--- config.mk ---
export PLATFORM = sky130hd
export DESIGN_NAME = uart_byte_rx
export DESIGN_NICKNAME = d
export VERILOG_FILES = /design/src/rtl/uart_byte_rx.sv
export SDC_FILE = /design/constraint.sdc
export NUM_CORES = 1
export LEC_CHECK = 0
export ABC_AREA = 1
export CAP_MARGIN = 20
export CORE_MARGIN = 3
export CORE_UTILIZATION = 56
export CTS_CLUSTER_DIAMETER = 100
export CTS_CLUSTER_SIZE = 28
export DETAILED_ROUTE_END_ITERATION = 6
export MAX_ROUTING_LAYER = met4
export PLACE_DENSITY = 0.78
export SLEW_MARGIN = 5
export SYNTH_ARGS = -nofsm -noshare
export SYNTH_HDL_FRONTEND = slang
export SYNTH_SLANG_ARGS = --single-unit
--- constraint.sdc ---
create_clock -name clk_in -period 1.55 [get_ports clk_in]
set_clock_uncertainty 0.05 [all_clocks]
set_input_delay 0.31 -clock clk_in [delete_from_list [all_inputs] [get_ports clk_in]]
set_output_delay 0.31 -clock clk_in [all_outputs]
set_load 0.02 [all_outputs]
--- src/rtl/uart_byte_rx.sv ---
// 8N1 UART receiver: 2-flop synchronizer, mid-bit sampling FSM and a one-entry
// valid/ready holding register with framing-error and overrun pulses.
module uart_byte_rx #(
   parameter int CLK_FREQ  = 10_000_000,
   parameter int BAUD_RATE = 115_200
) (
   input  logic       clk_in,
   input  logic       rst_in,
   input  logic       rx_wire_in,
   output logic [7:0] data_out,
   output logic       valid_out,
   input  logic       ready_in,
   output logic       framing_err_out,
   output logic       overrun_out
);

   localparam int CPB   = CLK_FREQ / BAUD_RATE;
   localparam int HALF  = CPB / 2;
   localparam int CNT_W = $clog2(CPB);

   generate
      if (CPB < 4) begin : g_bad_cpb
         $error("uart_byte_rx: CLK_FREQ/BAUD_RATE must be at least 4");
      end
   endgenerate

   typedef enum logic [2:0] {
      IDLE      = 3'd0,
      START     = 3'd1,
      DATA      = 3'd2,
      STOP      = 3'd3,
      WAIT_HIGH = 3'd4
   } state_t;

   state_t           state_q, state_d;
   logic [CNT_W-1:0] cnt_q, cnt_d;
   logic [2:0]       idx_q, idx_d;
   logic [7:0]       shift_q, shift_d;
   logic             rx_meta_q, rx_s_q;
   logic             good_q;
   logic [7:0]       data_q, data_d;
   logic             valid_q, valid_d;
   logic             ferr_q;
   logic             ovr_q, ovr_d;

   logic             sample_tick;
   logic             stop_good;
   logic             stop_bad;

   // State register, synchronizer and delivery registers
   always_ff @(posedge clk_in or negedge rst_in) begin
      if (!rst_in) begin
         state_q   <= IDLE;
         cnt_q     <= '0;
         idx_q     <= '0;
         shift_q   <= '0;
         rx_meta_q <= 1'b1;
         rx_s_q    <= 1'b1;
         good_q    <= 1'b0;
         data_q    <= '0;
         valid_q   <= 1'b0;
         ferr_q    <= 1'b0;
         ovr_q     <= 1'b0;
      end else begin
         state_q   <= state_d;
         cnt_q     <= cnt_d;
         idx_q     <= idx_d;
         shift_q   <= shift_d;
         rx_meta_q <= rx_wire_in;
         rx_s_q    <= rx_meta_q;
         good_q    <= stop_good;
         data_q    <= data_d;
         valid_q   <= valid_d;
         ferr_q    <= stop_bad;
         ovr_q     <= ovr_d;
      end
   end

   // Next-state logic
   always_comb begin
      state_d = state_q;
      cnt_d   = cnt_q + 1'b1;
      idx_d   = idx_q;
      shift_d = shift_q;
      unique case (state_q)
         IDLE: begin
            cnt_d = '0;
            if (!rx_s_q) state_d = START;
         end
         START: begin
            if (sample_tick) begin
               cnt_d   = '0;
               idx_d   = '0;
               state_d = rx_s_q ? IDLE : DATA;
            end
         end
         DATA: begin
            if (sample_tick) begin
               cnt_d          = '0;
               shift_d[idx_q] = rx_s_q;
               idx_d          = idx_q + 3'd1;
               if (idx_q == 3'd7) state_d = STOP;
            end
         end
         STOP: begin
            if (sample_tick) begin
               cnt_d   = '0;
               state_d = rx_s_q ? IDLE : WAIT_HIGH;
            end
         end
         WAIT_HIGH: begin
            cnt_d = '0;
            if (rx_s_q) state_d = IDLE;
         end
         default: begin
            state_d = IDLE;
            cnt_d   = '0;
         end
      endcase
   end

   // Output / strobe logic
   always_comb begin
      sample_tick = 1'b0;
      if (state_q == START)
         sample_tick = (cnt_q == CNT_W'(HALF - 1));
      else if (state_q == DATA || state_q == STOP)
         sample_tick = (cnt_q == CNT_W'(CPB - 1));
      stop_good = (state_q == STOP) && sample_tick && rx_s_q;
      stop_bad  = (state_q == STOP) && sample_tick && !rx_s_q;
   end

   // A finished byte lands one cycle after its stop sample; a full, unconsumed holding register wins.
   always_comb begin
      data_d  = data_q;
      valid_d = valid_q;
      ovr_d   = 1'b0;
      if (good_q) begin
         if (!valid_q || ready_in) begin
            data_d  = shift_q;
            valid_d = 1'b1;
         end else begin
            ovr_d = 1'b1;
         end
      end else if (valid_q && ready_in) begin
         valid_d = 1'b0;
      end
   end

   assign data_out        = data_q;
   assign valid_out       = valid_q;
   assign framing_err_out = ferr_q;
   assign overrun_out     = ovr_q;

endmodule

==> flow_summary.ini <==
[yosys]
avgSynthCellArea_um2 = 8.419
synth_ff_type = dfrtp_1
yosysWarnings = 0
synth_cell_types = 24
yosysSeqAreaShare = 0.5139
syn-num-nets = 212
yosysTopAreaCellShare = 0.4832
async_reset_ff_frac = 1.000
syn_inst = 203
yosys.area.top_type = dfrtp_1
synth_area_leaders = dfrtp_1 (48%), nand2_1 (14%), inv_1 (6.1%)
synthesis.area_um2 = 1709
synthTopCellsByCount = nand2_1 (62), dfrtp_1 (33), inv_1 (28)
synth-edff-count = 0
synth_most_common_cell = nand2_1
ys_seq_elements = 35

[placed_design]
dpl_cell_area_um2 = 1918
portBuffers = 14
dpl.hpwl_um = 2150
gp_congestion = 0.7931

[floorplanning]
chipWidth_um = 61.25
start_util = 0.6042
num_io_pins = 15
rows = 19
dieHeight_um = 61.25
core_um2 = 2829
die_area_um2 = 3751

[pwr]
finalPower_mw = 2.539
power.switching_mw = 0.9906
power_density_nw_per_um2 = 1237
internal_power_mw = 1.548
p_comb_frac = 0.376
pwr-share-seq = 0.428
clock_power_share = 0.196
netSwitchingFraction = 0.3902
power_leakage_nw = 1.086
worst_ir_drop_vdd_mv = 0.7622

[layout]
antenna_cells = 0
final_core_util = 0.7253
drive_above_1_share = 0.1803
area_growth_pct = 20.06
fin_area_um2 = 2052
finalNetCount = 242

[critical_path]
r2r.worst_path.cells = 11
cpPeakStageDelay_ns = 0.45
worstPathRequired_ns = 1.74
critical_path_arrival_ns = 1.73
cp-start-kind = flip-flop
crit_path_end_kind = flip-flop
crit_type = flip-flop to flip-flop
crit_fanout = 5
crit_chain = inv_1 > ha_1 > nand2_1 > inv_1 > nand3_2 > nand2_4 > nand3_4 > nand2_4 > nand2_4 > nand2_1 > nand2_1
crit_slowest_cell = dfrtp_2

[timing]
slew_headroom = 0.8127
hold_viol_final = 0
finalSetupViolCount = 0
final_max_slew_viol_count = 0
tightest_slew_ns = 0.2801
rsz0062_at_grt = true
period_needed_ns = 1.544
clock.fmax_ghz = 0.6476
hold-worst-slack_ns = 0.2780
period_share = 0.9962

[detailed_routing]
dr.pass1.iters = 4
wl_per_cell_um = 11.95
vias_per_cell = 5.091
ant_nets = 0
drcViolationCount = 0
drt_iter0_drc = 82
route.vias.total = 1344
wirelength_um = 3156

[grt]
grt_pass1_wl_um = 4802
grt_pass1_vias = 1113
grt_max_degree = 36
antenna_found_initial = 0
grt_overflow = 0
grt_usage = 0.1877

[cts]
cts_tree = yes
path_clk_slew_ns = 0.10
clockBufferDepth = 2
clock-root-buffer = clkbuf_4
worstSkewPairLatency_ns = 0.34
cts_made_buffers = 5
clock_sinks = 35
cts_max_level = 2

[job]
maxCapViolations = 0

[run_status]
outcome = finished clean

[worst_hold_path]
hold_class = primary input to async pin
kinds of logic after synthesis:
family                     after synthesis  share of synthesized area
AOI/OAI and AO/OA                        6                    0.02050
xor gates and xnor gates                 3                    0.01538
adders and majority gates                5                    0.03660
buffers and inverters                   33                    0.07540
DFF                                     35                     0.5139
muxes                                    4                    0.02635
and+or+nand+nor                        117                     0.3119
cells in the final DEF, fill, tap and decap left out:
cell             count
o21ai_0              4
nand3_4              2
nand2_2              2
nand2_4              4
nor2_2               1
clkdlybuf4s50_1      3
clkinvlp_4           1
nor3_1               1
buf_12               1
dfrtp_1             32
a31oi_1              1
inv_1               28
nand3b_1             1
nor2_1              24
nor3_2               2
xnor2_1              1
mux2_2               4
dlygate4sd2_1       11
clkbuf_8             1
o32ai_1              1
dfstp_2              2
clkinv_2             1
xor2_1               2
inv_2                2
nand2_1             61
nand3_1             16
nor3_4               1
dfrtp_2              1
inv_4                1
ha_1                 5
buf_4                8
inv_6                1
nand3_2              2
clkbuf_4             5
registers in the layout, summed over array words and instances (netlist names):
signal and cells:
data_out 8, rx_s_q 1, good_q 1, shift_q 8, state_q 3, cnt_q 7
framing_err_out 1, valid_out 1, idx_q 3, overrun_out 1, rx_meta_q 1
timing repair:
| action | 4_1_cts | 5_1_grt |
|---|---|---|
| cloned | 0 | 1 |
| pin swaps | 1 | 7 |
| hold buffers | 0 | 0 |
| endpoints found under the setup margin | 15 | 18 |
| resized for setup | 11 | 10 |
| setup buffers | 1 | 5 |
final cells by class:
| cell class | instances | area [um2] |
|---|---|---|
| flip-flops and latches | 35 | 879.6 |
| repair buffers | 23 | 206.4 |
| repair inverters | 1 | 7.507 |
| well taps | 31 | 38.79 |
| clock inverters | 1 | 5.005 |
| inverters | 32 | 127.6 |
| fillers | 203 | 777.0 |
| multi-input cells | 135 | 735.7 |
| clock buffers | 6 | 51.30 |
per-stage QoR:
step	worst slack, ns	cells	TNS (ns)
after global placement	0.04777	250	0
after floorplan	0.1438	203	0
final	0.005949	264	0
after detailed placement	-0.01388	250	-0.01388
after CTS	0.002987	258	0
after global routing	-0.1094	264	-0.8870
critical path, delay by kind of cell, from the launching register on:
family	cells	cell delay, ns
adder cells (fa/ha/maj)	1	0.14
AND/OR/NAND/NOR	8	0.67
buffers and inverters	2	0.13
flip-flops	1	0.45
worst paths after layout:
path	end	startpoint	slack [ns]
setup / recovery	idx_q[2]	cnt_q[0]	0.006
hold / removal	cnt_q[2]	rst_in	0.28
setup reg to reg	idx_q[2]	cnt_q[0]	0.006
hold reg to reg	rx_s_q	rx_meta_q	0.31
max in group asynchronous	rx_meta_q	rst_in	0.92
min in group clk_in	rx_s_q	rx_meta_q	0.31
metal layers:
layer  up-vias  wire length [um]  track usage
met4         0                95       0.1300
met1       617              1471       0.2379
met3         9               137      0.05241
met5         -                 0            -
li1        685                 -            -
met2        33              1452       0.2568
power groups by stage:
stage                     registers (mW)  logic, mW  clock network, mW
after detailed placement            1.10      0.759                  0
after global routing                1.10       1.05              0.557
final                               1.09      0.955              0.496
after CTS                           1.08      0.776              0.509
after floorplan                     1.08      0.613                  0
after global placement              1.09      0.736                  0
Note: power is estimated with default switching activity, not from simulation.
